===== src/rtl/ejector_if.sv =====
// Link-side bundle of the ejection stage: the four incoming slots, the four
// registered pass-through slots and the local-core drain port.
interface ejector_if #(
  parameter int unsigned FLIT_W   = 10,
  parameter int unsigned EJ_DEPTH = 4
);
  localparam int unsigned CW = $clog2(EJ_DEPTH) + 1;

  logic [FLIT_W-1:0] in_e;
  logic [FLIT_W-1:0] in_w;
  logic [FLIT_W-1:0] in_n;
  logic [FLIT_W-1:0] in_s;
  logic [3:0]        in_vld;

  logic [FLIT_W-1:0] out_e;
  logic [FLIT_W-1:0] out_w;
  logic [FLIT_W-1:0] out_n;
  logic [FLIT_W-1:0] out_s;
  logic [3:0]        out_vld;

  logic [FLIT_W-1:0] ej_flit;
  logic              ej_valid;
  logic              ej_ready;
  logic [CW-1:0]     ej_count;
  logic              eject_hit;

  // Ejector side: consumes link flits and the core's ready.
  modport slave (
    input  in_e, in_w, in_n, in_s, in_vld, ej_ready,
    output out_e, out_w, out_n, out_s, out_vld,
    output ej_flit, ej_valid, ej_count, eject_hit
  );

  // Environment side: drives link flits and the core's ready.
  modport master (
    output in_e, in_w, in_n, in_s, in_vld, ej_ready,
    input  out_e, out_w, out_n, out_s, out_vld,
    input  ej_flit, ej_valid, ej_count, eject_hit
  );
endinterface


===== src/rtl/ejector.sv =====
// Ejection stage of a bufferless deflection router. At most one flit addressed
// to this node is pulled off the four links per cycle (round-robin among the
// candidates) into a small FIFO draining to the local core; every other flit
// is forwarded one cycle later, and the ejected slot is handed on as free.
module ejector #(
  parameter int unsigned FLIT_W     = 10,
  parameter logic [5:0]  LOCAL_ADDR = 6'd37,
  parameter int unsigned EJ_DEPTH   = 4
) (
  input  logic       clk,
  input  logic       rst_n,
  ejector_if.slave   bus
);
  localparam int unsigned AW = $clog2(EJ_DEPTH);
  localparam int unsigned CW = AW + 1;

  // Slot view of the links: 0=E, 1=W, 2=N, 3=S.
  logic [FLIT_W-1:0] in_flit [4];
  logic [3:0]        cand;

  // Round-robin selection.
  logic [1:0]        rr_q, rr_d;
  logic [1:0]        scan_idx;
  logic [1:0]        win_idx;
  logic              win_found;
  logic [3:0]        win_mask;
  logic [FLIT_W-1:0] win_flit;

  // FIFO control.
  logic              ej_en;
  logic              push;
  logic              pop;
  logic [AW-1:0]     wr_ptr_q, wr_ptr_d;
  logic [AW-1:0]     rd_ptr_q, rd_ptr_d;
  logic [CW-1:0]     count_q, count_d;
  logic [FLIT_W-1:0] mem [EJ_DEPTH];

  // Pass-through registers.
  logic [FLIT_W-1:0] out_e_q, out_w_q, out_n_q, out_s_q;
  logic [3:0]        out_vld_q, out_vld_d;
  logic              eject_hit_q;

  assign in_flit[0] = bus.in_e;
  assign in_flit[1] = bus.in_w;
  assign in_flit[2] = bus.in_n;
  assign in_flit[3] = bus.in_s;

  // A slot is a candidate when it carries a valid flit destined for this node.
  always_comb begin
    cand = 4'b0000;
    for (int i = 0; i < 4; i++) begin
      cand[i] = bus.in_vld[i] && (in_flit[i][5:0] == LOCAL_ADDR);
    end
  end

  // Pick the first candidate at or after rr_q, wrapping around the four slots.
  always_comb begin
    win_found = 1'b0;
    win_idx   = rr_q;
    scan_idx  = rr_q;
    for (int k = 0; k < 4; k++) begin
      scan_idx = rr_q + 2'(k);
      if (!win_found && cand[scan_idx]) begin
        win_found = 1'b1;
        win_idx   = scan_idx;
      end
    end
  end

  // Eject/pop decisions and next-state for pointers, count and pass-through valid.
  // Eligibility looks at the count before this cycle's pop, so a full FIFO
  // never accepts a flit even while the core is draining it.
  always_comb begin
    ej_en     = (count_q < CW'(EJ_DEPTH));
    push      = win_found && ej_en;
    pop       = (count_q != '0) && bus.ej_ready;
    win_mask  = push ? (4'b0001 << win_idx) : 4'b0000;
    win_flit  = in_flit[win_idx];
    out_vld_d = bus.in_vld & ~win_mask;
    rr_d      = push ? (win_idx + 2'd1) : rr_q;
    wr_ptr_d  = push ? (wr_ptr_q + AW'(1)) : wr_ptr_q;
    rd_ptr_d  = pop  ? (rd_ptr_q + AW'(1)) : rd_ptr_q;
    count_d   = count_q + CW'(push) - CW'(pop);
  end

  // Control and pass-through state; reset discards in-flight flits and FIFO contents.
  always_ff @(posedge clk or negedge rst_n) begin
    if (!rst_n) begin
      out_e_q     <= '0;
      out_w_q     <= '0;
      out_n_q     <= '0;
      out_s_q     <= '0;
      out_vld_q   <= 4'b0000;
      rr_q        <= 2'd0;
      wr_ptr_q    <= '0;
      rd_ptr_q    <= '0;
      count_q     <= '0;
      eject_hit_q <= 1'b0;
    end else begin
      out_e_q     <= bus.in_e;
      out_w_q     <= bus.in_w;
      out_n_q     <= bus.in_n;
      out_s_q     <= bus.in_s;
      out_vld_q   <= out_vld_d;
      rr_q        <= rr_d;
      wr_ptr_q    <= wr_ptr_d;
      rd_ptr_q    <= rd_ptr_d;
      count_q     <= count_d;
      eject_hit_q <= push;
    end
  end

  // FIFO storage; contents are qualified by the count, so no reset is needed.
  always_ff @(posedge clk) begin
    if (push) begin
      mem[wr_ptr_q] <= win_flit;
    end
  end

  assign bus.out_e     = out_e_q;
  assign bus.out_w     = out_w_q;
  assign bus.out_n     = out_n_q;
  assign bus.out_s     = out_s_q;
  assign bus.out_vld   = out_vld_q;
  assign bus.ej_flit   = mem[rd_ptr_q];
  assign bus.ej_valid  = (count_q != '0);
  assign bus.ej_count  = count_q;
  assign bus.eject_hit = eject_hit_q;

endmodule


===== src/flat_wrapper.sv =====
// flat-port wrapper written by rule: the top's interface ports become plain ports
module ejector_flat 
#(
  parameter int unsigned FLIT_W     = 10,
  parameter logic [5:0]  LOCAL_ADDR = 6'd37,
  parameter int unsigned EJ_DEPTH   = 4
)
  (clk, rst_n, bus_in_e, bus_in_w, bus_in_n, bus_in_s, bus_in_vld, bus_ej_ready, bus_out_e, bus_out_w, bus_out_n, bus_out_s, bus_out_vld, bus_ej_flit, bus_ej_valid, bus_ej_count, bus_eject_hit);
  ejector_if #(.FLIT_W(FLIT_W), .EJ_DEPTH(EJ_DEPTH)) bus_i ();
  input  logic clk;
  input  logic rst_n;
  input wire logic [$bits(bus_i.in_e)-1:0] bus_in_e;
  input wire logic [$bits(bus_i.in_w)-1:0] bus_in_w;
  input wire logic [$bits(bus_i.in_n)-1:0] bus_in_n;
  input wire logic [$bits(bus_i.in_s)-1:0] bus_in_s;
  input wire logic [$bits(bus_i.in_vld)-1:0] bus_in_vld;
  input wire logic [$bits(bus_i.ej_ready)-1:0] bus_ej_ready;
  output wire logic [$bits(bus_i.out_e)-1:0] bus_out_e;
  output wire logic [$bits(bus_i.out_w)-1:0] bus_out_w;
  output wire logic [$bits(bus_i.out_n)-1:0] bus_out_n;
  output wire logic [$bits(bus_i.out_s)-1:0] bus_out_s;
  output wire logic [$bits(bus_i.out_vld)-1:0] bus_out_vld;
  output wire logic [$bits(bus_i.ej_flit)-1:0] bus_ej_flit;
  output wire logic [$bits(bus_i.ej_valid)-1:0] bus_ej_valid;
  output wire logic [$bits(bus_i.ej_count)-1:0] bus_ej_count;
  output wire logic [$bits(bus_i.eject_hit)-1:0] bus_eject_hit;
  assign bus_i.in_e = bus_in_e;
  assign bus_i.in_w = bus_in_w;
  assign bus_i.in_n = bus_in_n;
  assign bus_i.in_s = bus_in_s;
  assign bus_i.in_vld = bus_in_vld;
  assign bus_i.ej_ready = bus_ej_ready;
  assign bus_out_e = bus_i.out_e;
  assign bus_out_w = bus_i.out_w;
  assign bus_out_n = bus_i.out_n;
  assign bus_out_s = bus_i.out_s;
  assign bus_out_vld = bus_i.out_vld;
  assign bus_ej_flit = bus_i.ej_flit;
  assign bus_ej_valid = bus_i.ej_valid;
  assign bus_ej_count = bus_i.ej_count;
  assign bus_eject_hit = bus_i.eject_hit;
  ejector #(.FLIT_W(FLIT_W), .LOCAL_ADDR(LOCAL_ADDR), .EJ_DEPTH(EJ_DEPTH)) u_core (.clk(clk), .rst_n(rst_n), .bus(bus_i));
endmodule

===== config.mk =====
export PLATFORM = sky130hd
export DESIGN_NAME = ejector_flat
export DESIGN_NICKNAME = d
export VERILOG_FILES = /design/src/rtl/ejector_if.sv /design/src/rtl/ejector.sv /design/src/flat_wrapper.sv
export SDC_FILE = /design/constraint.sdc
export NUM_CORES = 1
export LEC_CHECK = 0
export CAP_MARGIN = 20
export CORE_MARGIN = 3
export CORE_UTILIZATION = 51
export CTS_CLUSTER_DIAMETER = 80
export CTS_CLUSTER_SIZE = 14
export DETAILED_ROUTE_END_ITERATION = 8
export GPL_ROUTABILITY_DRIVEN = 1
export PLACE_DENSITY_LB_ADDON = 0.05
export SLEW_MARGIN = 0
export SYNTH_ARGS = -nofsm -noshare
export SYNTH_HDL_FRONTEND = slang
export SYNTH_SLANG_ARGS = --single-unit

===== constraint.sdc =====
create_clock -name clk -period 5.1 [get_ports clk]
set_input_delay 0.765 -clock clk [delete_from_list [all_inputs] [get_ports clk]]
set_output_delay 0.765 -clock clk [all_outputs]
set_load 0.01 [all_outputs]

Word-level counts from Yosys, hierarchy flattened
Memory sizes are Yosys's and may differ from the RTL's.
Cells that the tools add are included.
Widths: inputs -> output; s select.
{"block": "op_classes", "n_addsub": 8, "order_cmp": 6, "n_eq_ne": 4, "shift": 1, "n_mux": 21, "bitwise_logic": 3, "reduce_logical": 13}
{"operator": "$eq 6x6->1 const B", "count": 4}
{"operator": "$bmux 10 s2", "count": 1}
{"operator": "$mux 10", "count": 2}
{"operator": "$lt 2x3->1 const B", "count": 4}
{"operator": "$mux 1", "count": 10}
{"operator": "$logic_and 1x1->1", "count": 9}
{"operator": "$add 2x1->2 const B", "count": 4}
{"operator": "$bmux 1 s2", "count": 4}
{"operator": "$mux 2", "count": 3}
{"operator": "$add 2x2->2 const B", "count": 2}
{"operator": "$and 4x4->4", "count": 1}
{"operator": "$mux 4", "count": 1}
{"operator": "$not 4->4", "count": 1}
{"operator": "$shl 1x2->4 const A", "count": 1}
{"operator": "$add 3x1->3", "count": 1}
{"operator": "$ge 3x3->1 const B", "count": 1}
{"operator": "$logic_not 1->1", "count": 3}
{"operator": "$lt 3x3->1 const B", "count": 1}
{"operator": "$not 2->3", "count": 1}
{"operator": "$reduce_bool 3->1", "count": 1}
{"operator": "$sub 3x1->3", "count": 1}
{"block": "totals", "reg_bits": 54, "mem_bits_rw": 40, "in_bits": 47, "out_inout_bits": 59, "word_cells": 67, "n_memories": 1}
{"name": "u_core.mem", "words": 4, "width": 10, "read_ports": 1, "rd_ports_with_merged_regs": 0, "write_ports": 1, "line_no": "ejector.sv:36", "rtl": "logic [FLIT_W-1:0] mem [EJ_DEPTH];"}

Longest topological paths before layout
Gate-level depths: netlist (run 1).
{"block": "logic_depth", "word_depth": 18, "ltp_mapped": 10, "mapped_depth_nobuf": 9}

Worst setup path after synthesis (run 1)
No wires, ideal clock.
{"block": "synth_path", "path_type": "input-to-reg", "start": "input port bus_in_e[3]", "end": "register u_core.count_q[2], in the netlist u_core.bus.ej_count[2]", "setup_ns": 0.127, "arrival_time_ns": 2.831, "t_required_ns": 4.973, "path_slack_ns": 2.142, "cell_stages": 9, "path_buffers": 1, "cell_sequence": "or3b_2 -> or2_1 -> a41oi_2 -> buf_2 -> ha_1 -> inv_1 -> fa_1 -> xnor2_1 -> xnor2_1"}
{"block": "synth_between", "elab_chain_len": 17, "word_cells_on_any_way": 23, "cone_classes": "2 x add/sub; 1 x eq/ne; 12 x mux; 8 x reduce/logical"}
{"item": "start, declared", "line_no": "flat_wrapper.sv:12", "rtl": "input wire logic [$bits(bus_i.in_e)-1:0] bus_in_e;"}
{"item": "$eq 6x6->1 *", "line_no": "ejector.sv:52", "rtl": "cand[i] = bus.in_vld[i] && (in_flit[i][5:0] == LOCAL_ADDR);"}
{"item": "$logic_and 1x1->1 *", "line_no": "ejector.sv:52"}
{"item": "$bmux 1 s2", "line_no": "ejector.sv:63", "rtl": "if (!win_found && cand[scan_idx]) begin"}
{"item": "$mux 1 (not written as such)", "line_no": "ejector.sv:63"}
{"item": "$mux 1", "line_no": "ejector.sv:63"}
{"item": "$logic_not 1->1", "line_no": "ejector.sv:63"}
{"item": "$logic_and 1x1->1", "line_no": "ejector.sv:63"}
{"item": "$mux 1", "line_no": "ejector.sv:63"}
{"item": "[... 3 more ...]"}
{"item": "$logic_not 1->1", "line_no": "ejector.sv:63"}
{"item": "$logic_and 1x1->1", "line_no": "ejector.sv:63"}
{"item": "$mux 1 *", "line_no": "ejector.sv:63"}
{"item": "$logic_and 1x1->1 *", "line_no": "ejector.sv:75", "rtl": "push = win_found && ej_en;"}
{"item": "via u_core.push", "line_no": "ejector.sv:31", "rtl": "logic push;"}
{"item": "$add 3x1->3 *", "line_no": "ejector.sv:83", "rtl": "count_d = count_q + CW'(push) - CW'(pop);"}
{"item": "$sub 3x1->3 *", "line_no": "ejector.sv:83"}
{"item": "via u_core.count_d[2]", "line_no": "ejector.sv:35", "rtl": "logic [CW-1:0] count_q, count_d;"}
{"item": "end signal, assigned", "line_no": "ejector.sv:108", "rtl": "count_q <= count_d;"}
{"item": "end, declared", "line_no": "ejector.sv:35"}
Mark *: on every way through the listed nets, which the timed path passes. The rest lies on a longest branch. The select of a mux whose other input is x is not followed.
A chain may end at the register's enable or synchronous reset.

Worst setup path after layout (run 1)
{"block": "layout_path", "start": "input port bus_in_w[2]", "end": "register u_core.count_q[2], in the netlist u_core.bus.ej_count[2]"}
{"block": "layout_between", "elab_chain_len": 17, "word_cells_on_any_way": 23, "cone_classes": "2 x add/sub; 1 x eq/ne; 12 x mux; 8 x reduce/logical"}
{"item": "start, declared", "line_no": "flat_wrapper.sv:13", "rtl": "input wire logic [$bits(bus_i.in_w)-1:0] bus_in_w;"}
{"item": "$eq 6x6->1 *", "line_no": "ejector.sv:52"}
{"item": "$logic_and 1x1->1 *", "line_no": "ejector.sv:52"}
{"item": "$bmux 1 s2", "line_no": "ejector.sv:63"}
{"item": "$mux 1 (not written as such)", "line_no": "ejector.sv:63"}
{"item": "$mux 1", "line_no": "ejector.sv:63"}
{"item": "$logic_not 1->1", "line_no": "ejector.sv:63"}
{"item": "$logic_and 1x1->1", "line_no": "ejector.sv:63"}
{"item": "$mux 1", "line_no": "ejector.sv:63"}
{"item": "[... 2 more ...]"}
{"item": "$mux 1", "line_no": "ejector.sv:63"}
{"item": "$logic_not 1->1", "line_no": "ejector.sv:63"}
{"item": "$logic_and 1x1->1", "line_no": "ejector.sv:63"}
{"item": "$mux 1 *", "line_no": "ejector.sv:63"}
{"item": "$logic_and 1x1->1 *", "line_no": "ejector.sv:75"}
{"item": "$add 3x1->3 *", "line_no": "ejector.sv:83"}
{"item": "$sub 3x1->3 *", "line_no": "ejector.sv:83"}
{"item": "via u_core.count_d[2]", "line_no": "ejector.sv:35"}
Marked as above.

==> results of run 1 <==
report_power, final:
part	internal, mW	switching [mW]	total, mW
logic	0.374	0.325	0.699
clock network	0.284	0.266	0.550
registers	0.904	0.0894	0.993
total	1.56	0.681	2.24
synth_stat cells (all sizes together), types with 2 or more instances:
cell,n,area (um2)
a21boi,4,30.03
a21oi,4,20.02
a221oi,2,17.52
and2,6,37.54
buf,5,36.28
dfrtp,54,1351
edfxtp,40,1201
ha,10,125.1
inv,8,30.03
mux2i,26,260.3
mux4,10,225.2
nand2,4,15.01
nand4b,3,26.28
nor2,3,11.26
o21ai,6,30.02
or2,2,12.51
or3b,2,17.52
xnor2,4,35.03
worst max path at each step:
stage,from,endpoint,slack (ps),cells past startpoint
after floorplan,bus_in_e[3],u_core.bus.ej_count[2],2140,9
after global placement,bus_in_vld[1],u_core.bus.ej_count[2],1410,10
after detailed placement,bus_in_w[4],u_core.bus.ej_count[2],1380,10
after CTS,bus_in_w[2],u_core.bus.ej_count[2],1760,10
after global routing,bus_in_w[2],u_core.bus.ej_count[2],1550,10
final,bus_in_w[2],u_core.bus.ej_count[2],1720,10
kinds of logic after synthesis:
| kind of cell | count (synthesis) | synth area share (%) |
|---|---|---|
| mux | 36 | 13.19 |
| fa+ha+maj | 11 | 3.943 |
| compound gates | 26 | 5.745 |
| simple gates | 26 | 4.453 |
| flops | 94 | 69.34 |
| xor+xnor | 5 | 1.190 |
| buf+inv | 15 | 2.141 |
sequential cells by signal, indices dropped and copies added, names as in the netlist:
signal	flops
u_core.bus.ej_count	3
u_core.bus.eject_hit	1
u_core.bus.out_e	10
u_core.bus.out_n	10
u_core.bus.out_s	10
u_core.bus.out_vld	4
u_core.bus.out_w	10
u_core.mem	40
u_core.rd_ptr_q	2
u_core.rr_q	2
u_core.wr_ptr_q	2
layer usage:
layer  part of all wire, %  vias to the layer above  wire length [um]
met4                  0.92                        0                73
met3                   3.7                        7               293
met5                     0                        -                 0
met1                    41                     1098              3275
met2                    54                       68              4278
li1                      -                     1022                 -
metrics by stage:
| step | cell area [um2] | instances | setup slack (ps) | hold slack [ps] | utilization, % |
|---|---|---|---|---|---|
| after global routing | 5060 | 427 | 1546 | 574.7 | 73.26 |
| after detailed placement | 4830 | 411 | 1380 | 546.9 | 69.93 |
| after global placement | 4830 | 411 | 1410 | 561.1 | 69.93 |
| final | 5060 | 427 | 1718 | 530.2 | 73.26 |
| after CTS | 5060 | 427 | 1762 | 554.4 | 73.26 |
| after floorplan | 3681 | 213 | 2142 | 469.4 | - |
layout make-up:
| cell class | instances | area share (%) |
|---|---|---|
| clock inverters | 7 | 2.102 |
| flip-flops and latches | 94 | 50.45 |
| repair buffers | 108 | 21.12 |
| well taps | 96 | 2.374 |
| inverters | 9 | 0.7666 |
| multi-input cells | 104 | 20.75 |
| clock buffers | 9 | 2.448 |
critical path, cell delays in order:
cell and delay (ps):
clkdlybuf4s50_1 510, nand4b_1 140, or4b_1 640, a41oi_2 470, buf_4 260, ha_1 150, inv_1 40, fa_1 370
xnor2_1 140, xnor2_1 120
==> impl_results.md, run 1 <==
* Clock tree sinks at between 90 and 100
* Post-route antenna net violation count at 0
* Met2 usage at between 30% and 40%
* Slew margin rel. at a little over half
* CORE AREA at about 6900 um2
* Maximum VDD drop at between 0.0002 and 0.0003 V
* CP Capture Type: flip-flop
* Reg2Reg Setup Slack at approximately 2800 ps
* N_diodes at 0
* Leading register cell type out of synthesis: dfrtp_1
* Most used routing layer: met2
* Library cells used by synthesis at 43
* Hold_buf cts at 0
* Commonest non-fill, non-tap cells in the layout: 104 x clkdlybuf4s50_1, 54 x dfrtp_1, 40 x edfxtp_1, 26 x mux2i_1
* DR WL/cell at 18.55 um
* Cell count after synthesis at about 210
* Vias per cell at 5.141
* Reg2reg path depth at 9
* Max Fclk at between 0.2 and 0.3 GHz
* Met3 GRT Util at under 10%
* Unrepaired setup endpoints after global routing: false
* Die Height at 90.96 um
* Most common cell after layout, fill and taps aside: clkdlybuf4s50_1
* FILL cells at approximately 470
* Maxcap violations at 0
* Final setup skew at about 6.7 ps
* TritonRoute pass-1 iters at 4
* Reg-to-Reg Start: u_core.bus.ej_count[2]
* Clk buf depth at 2
* Register area share after synthesis at 69.34%
* Buffers added on ports at approximately 110
* Worst-path clk slew at about 90 ps
* Final worst path period share at between 60% and 70%
* Hpwl dp at between 5 and 6 mm
* Final setup vio count at 0
* Initial antenna violation count at 0
* Fin. Hold Viols at 0
* Leakage at 1.990 nW
* Final net count at approximately 380
* WP data required at between 5000 and 6000 ps
* Worst-Margin Slew at ~700 ps
* Max FO, Critical Path at 10
* Mapped Area at 3681 um2
* Post-Route WL at between 7 and 8 mm
* Final Max Slew Viols at 0
* Die area at a little over 8000 um2
* Latest clock arrival within the worst-skew pair at about 340 ps
* Setup_tns at 0 ps
* Critical Path Start Type: input pin
* Mapped Nets at approximately 270
* Design Power at between 2 and 2.5 mW
* Power Dens Cells at ~440 nW/um2
* Worst setup path class: input pin to flip-flop
* Vias in the first global route at 2419
* Synthesized flop and latch total at 94
* Boundary Pins at 106
* Layout cell share with drive strength beyond 1 at between 10% and 20%
* Post-CTS setup buffers at 0
* Multi-input logic area at ~1000 um2
* CTS root buffer: clkbuf_8
* Period minus WS final at ~3400 ps
* Ys async rst share at a little under three fifths
* Met1 usage at 25.70%
* Post-synth EDFFs at 40
* Cell Rows at 30
* CTS tree: yes
* Initial DRC count at approximately 120
* Synth-to-Final Area Change at 37.46%
* Die W at 90.96 um
* Initial Util at 53.30%
* Hold Crit Class: input pin to asynchronous set/reset pin
* First-pass GRT wire length at 12.90 mm
* Total GRT Usage at roughly a fifth
* Number of gates resized after cts at 0
* Final Wtd Congestion at ~0.85
* WP data arrival at ~3600 ps
* Status: finished clean
* Sequential Area at 2552 um2
* Total grt overflow at 0
* H-tree Lvls at 3
* Worst R2R End: u_core.bus.ej_count[2]
* Yosys warnings at 0
* Vias at 2195
* Largest net degree at the start of global routing at 55
* DRC Markers at 0
* CTS buffer count at 9
* Post-Syn Area per Cell at around 17 um2
No activity file was read; power rests on OpenSTA's default activity.
==> run 2: changes to the inputs <==
CORE_UTILIZATION = 43   (was 51)
clock period = 2.76 ns   (was 5.1 ns; I/O delays follow)
==> impl_results.md, run 2 (synthesized netlist as in run 1, its figures left out) <==
* Max FO, Critical Path at 10 (unchanged)
* Worst setup path class: input pin to flip-flop
* DR WL/cell at 18.45 um (-0.52%)
* Dpl cells at 449 (+9.2%)
* Setup WS post-layout at 74.07 ps (-1644 ps)
* Slowest CP cell: or4b_1
* Hpwl dp at 6.727 mm (+15%)
* Initial DRC count at 59 (-49%)
* Reg2Reg Setup Slack at 420 ps (-2350 ps)
* Final worst path period share at 97.32%
* Post-route antenna net violation count at 0 (unchanged)
* Maximum VDD drop at 0.0003727 V (+33%)
* Slew margin rel. at 56.58% (+3.0 points)
* Cell Rows at 33 (+10%)
* Worst R2R End: u_core.bus.ej_count[2]
* Biggest register: u_core.mem
* TritonRoute pass-1 iters at 4 (unchanged)
* H-tree Lvls at 3 (unchanged)
* Total GRT Usage at 19.17% (-1.0 points)
* Initial Util at 44.58% (-8.7 points)
* Worst stage delay on the critical path at 590 ps (-50 ps)
* Setup_tns at 0 ps (unchanged)
* Post-CTS setup buffers at 0 (unchanged)
* DRC Markers at 0 (unchanged)
* Vias at 2325 (+5.9%)
* Total grt overflow at 0 (unchanged)
* Sw frac at 30.36% (about the same)
* Max reg flops at 40 (unchanged)
* Clk pwr share at 21.7% (-2.8 points)
* WP data required at 2910 ps (-2420 ps)
* Latest clock arrival within the worst-skew pair at 360 ps (+20 ps)
* Status: finished clean
* Max Fclk at 0.3723 GHz
* Internal Power at 2.882 mW (+85%)
* Final Wtd Congestion at 0.7879 (-6.9%)
* CTS buffer count at 9 (unchanged)
* Vias in the first global route at 2548 (+5.3%)
* Reg2reg path depth at 9 (unchanged)
* CORE AREA at 8258 um2 (+20%)
* Final setup vio count at 0 (unchanged)
* Fin. Hold Viols at 0 (unchanged)
* Sequential Area at 2552 um2 (unchanged)
* CTS tree: yes
* Share of power burned in registers at 43.2% (-1.1 points)
* Post-Layout Cell Count at 465 (+8.9%)
* Final net count at 413 (+7.6%)
* Switch Pwr at 1.257 mW (+85%)
* Power Dens Cells at 781.0 nW/um2 (+76%)
* Critical-path cell list: clkdlybuf4s50_1 > nand4b_1 > or4b_1 > buf_4 > o311a_1 > a311o_4 > clkinv_4 > mux2i_2
* Core Util, Final at 64.17% (-9.1 points)
* CP Capture Type: flip-flop
* Die W at 98.53 um (+8.3%)
* Maxcap violations at 0 (unchanged)
* CP startpoint: bus_in_w[5]
* Hold_buf cts at 0 (unchanged)
* Period minus WS final at between 2000 and 3000 ps
* Die area at 9707 um2 (+17%)
* First-pass GRT wire length at 14.17 mm (+9.8%)
* Most common cell after layout, fill and taps aside: clkdlybuf4s50_1
* Die Height at 98.53 um (+8.3%)
* Commonest non-fill, non-tap cells in the layout: 104 x clkdlybuf4s50_1, 54 x dfrtp_1, 40 x edfxtp_1, 29 x buf_4, 25 x mux2i_1
* CTS root buffer: clkbuf_8
* Boundary Pins at 106 (unchanged)
* Post-Route WL at 8.580 mm (+8.3%)
* Largest net degree at the start of global routing at 31 (-44%)
* Unrepaired setup endpoints after global routing: true
* Final setup skew at 6.923 ps (+0.2323 ps)
* Setup Slack @ Placement at -384.0 ps (-1764 ps)
* WP data arrival at 2830 ps (-790 ps)
* Clock tree sinks at 94 (unchanged)
* Number of gates resized after cts at 1 (+1)
* Hold Crit Class: input pin to asynchronous set/reset pin
* Initial antenna violation count at 0 (unchanged)
* Multi-input logic area at 1057 um2 (+0.71%)
* Combinational power share at 35.1% (+3.9 points)
* N_diodes at 0 (unchanged)
* FILL cells at 615 (+32%)
* Critical Path Start Type: input pin
* Reg-to-Reg Start: u_core.bus.ej_count[2]
* Final Max Slew Viols at 0 (unchanged)
* Layout cell share with drive strength beyond 1 at 18.61% (+7.1 points)
* Synth-to-Final Area Change at 43.95%
* Buffers added on ports at 105 (unchanged)
* Leakage at 2.131 nW (+7.1%)
* Worst-path clk slew at 90 ps (about the same)
* Vias per cell at 5.000 (-2.7%)
* Worst-Margin Slew at 651.3 ps (-44.98 ps)
* Clk buf depth at 2 (unchanged)
[run 2: changes by cell type in the layout (fill, tap and decap cells not counted), sizes merged]
cell	before	now
buf	4	33
clkinv	2	4
bufinv	2	1
clkinvlp	2	1
[run 2: per-layer routing]
metal	global-route usage, %	vias to the layer above	share of wire [%]
li1	-	1082	-
met1	25.41	1169	41
met2	31.51	62	52
met3	4.388	12	4.9
met4	6.303	0	1.6
met5	0	-	0
[run 2: critical path, delay by kind of cell]
kind,cells,cell delay (ps)
AO/OA/AOI/OAI,2,490
buffers and inverters,3,870
multiplexers,1,360
AND/OR/NAND/NOR,2,700
[run 2: per-stage QoR]
step	total power, mW	instance area [um2]	hold slack (ps)
floorplan	2.609	3681	118.4
global placement	3.249	5096	473.5
detailed placement	3.274	5096	478.9
CTS	4.182	5295	86.39
global route	4.397	5299	98.36
finish	4.138	5299	69.56
[run 2: power by group through the flow]
stage	Sequential, mW	Combinational [mW]	Clock (mW)
floorplan	1.81	0.803	0
global placement	1.82	1.43	0
detailed placement	1.82	1.45	0
CTS	1.79	1.47	0.926
global route	1.81	1.59	0.995
finish	1.79	1.45	0.899
[run 2: how the worst max path moves through the flow]
stage	endpoint	slack (ps)	cells past startpoint
finish	u_core.mem[0][2]	70	8
global route	u_core.mem[0][6]	-70	8
CTS	u_core.mem[1][9]	80	8
detailed placement	u_core.mem[0][2]	-380	8
global placement	u_core.mem[1][2]	-220	8
floorplan	u_core.bus.ej_count[2]	150	9
[run 2: cell type report]
class                           count  share of cell area [%]
Clock inverter                      7                   1.346
Timing Repair Buffer              137                   24.98
Clock buffer                        9                   2.338
Tap cell                          105                   2.479
Inverter                            9                  0.7320
Multi-Input combinational cell    104                   19.95
Sequential cell                    94                   48.17
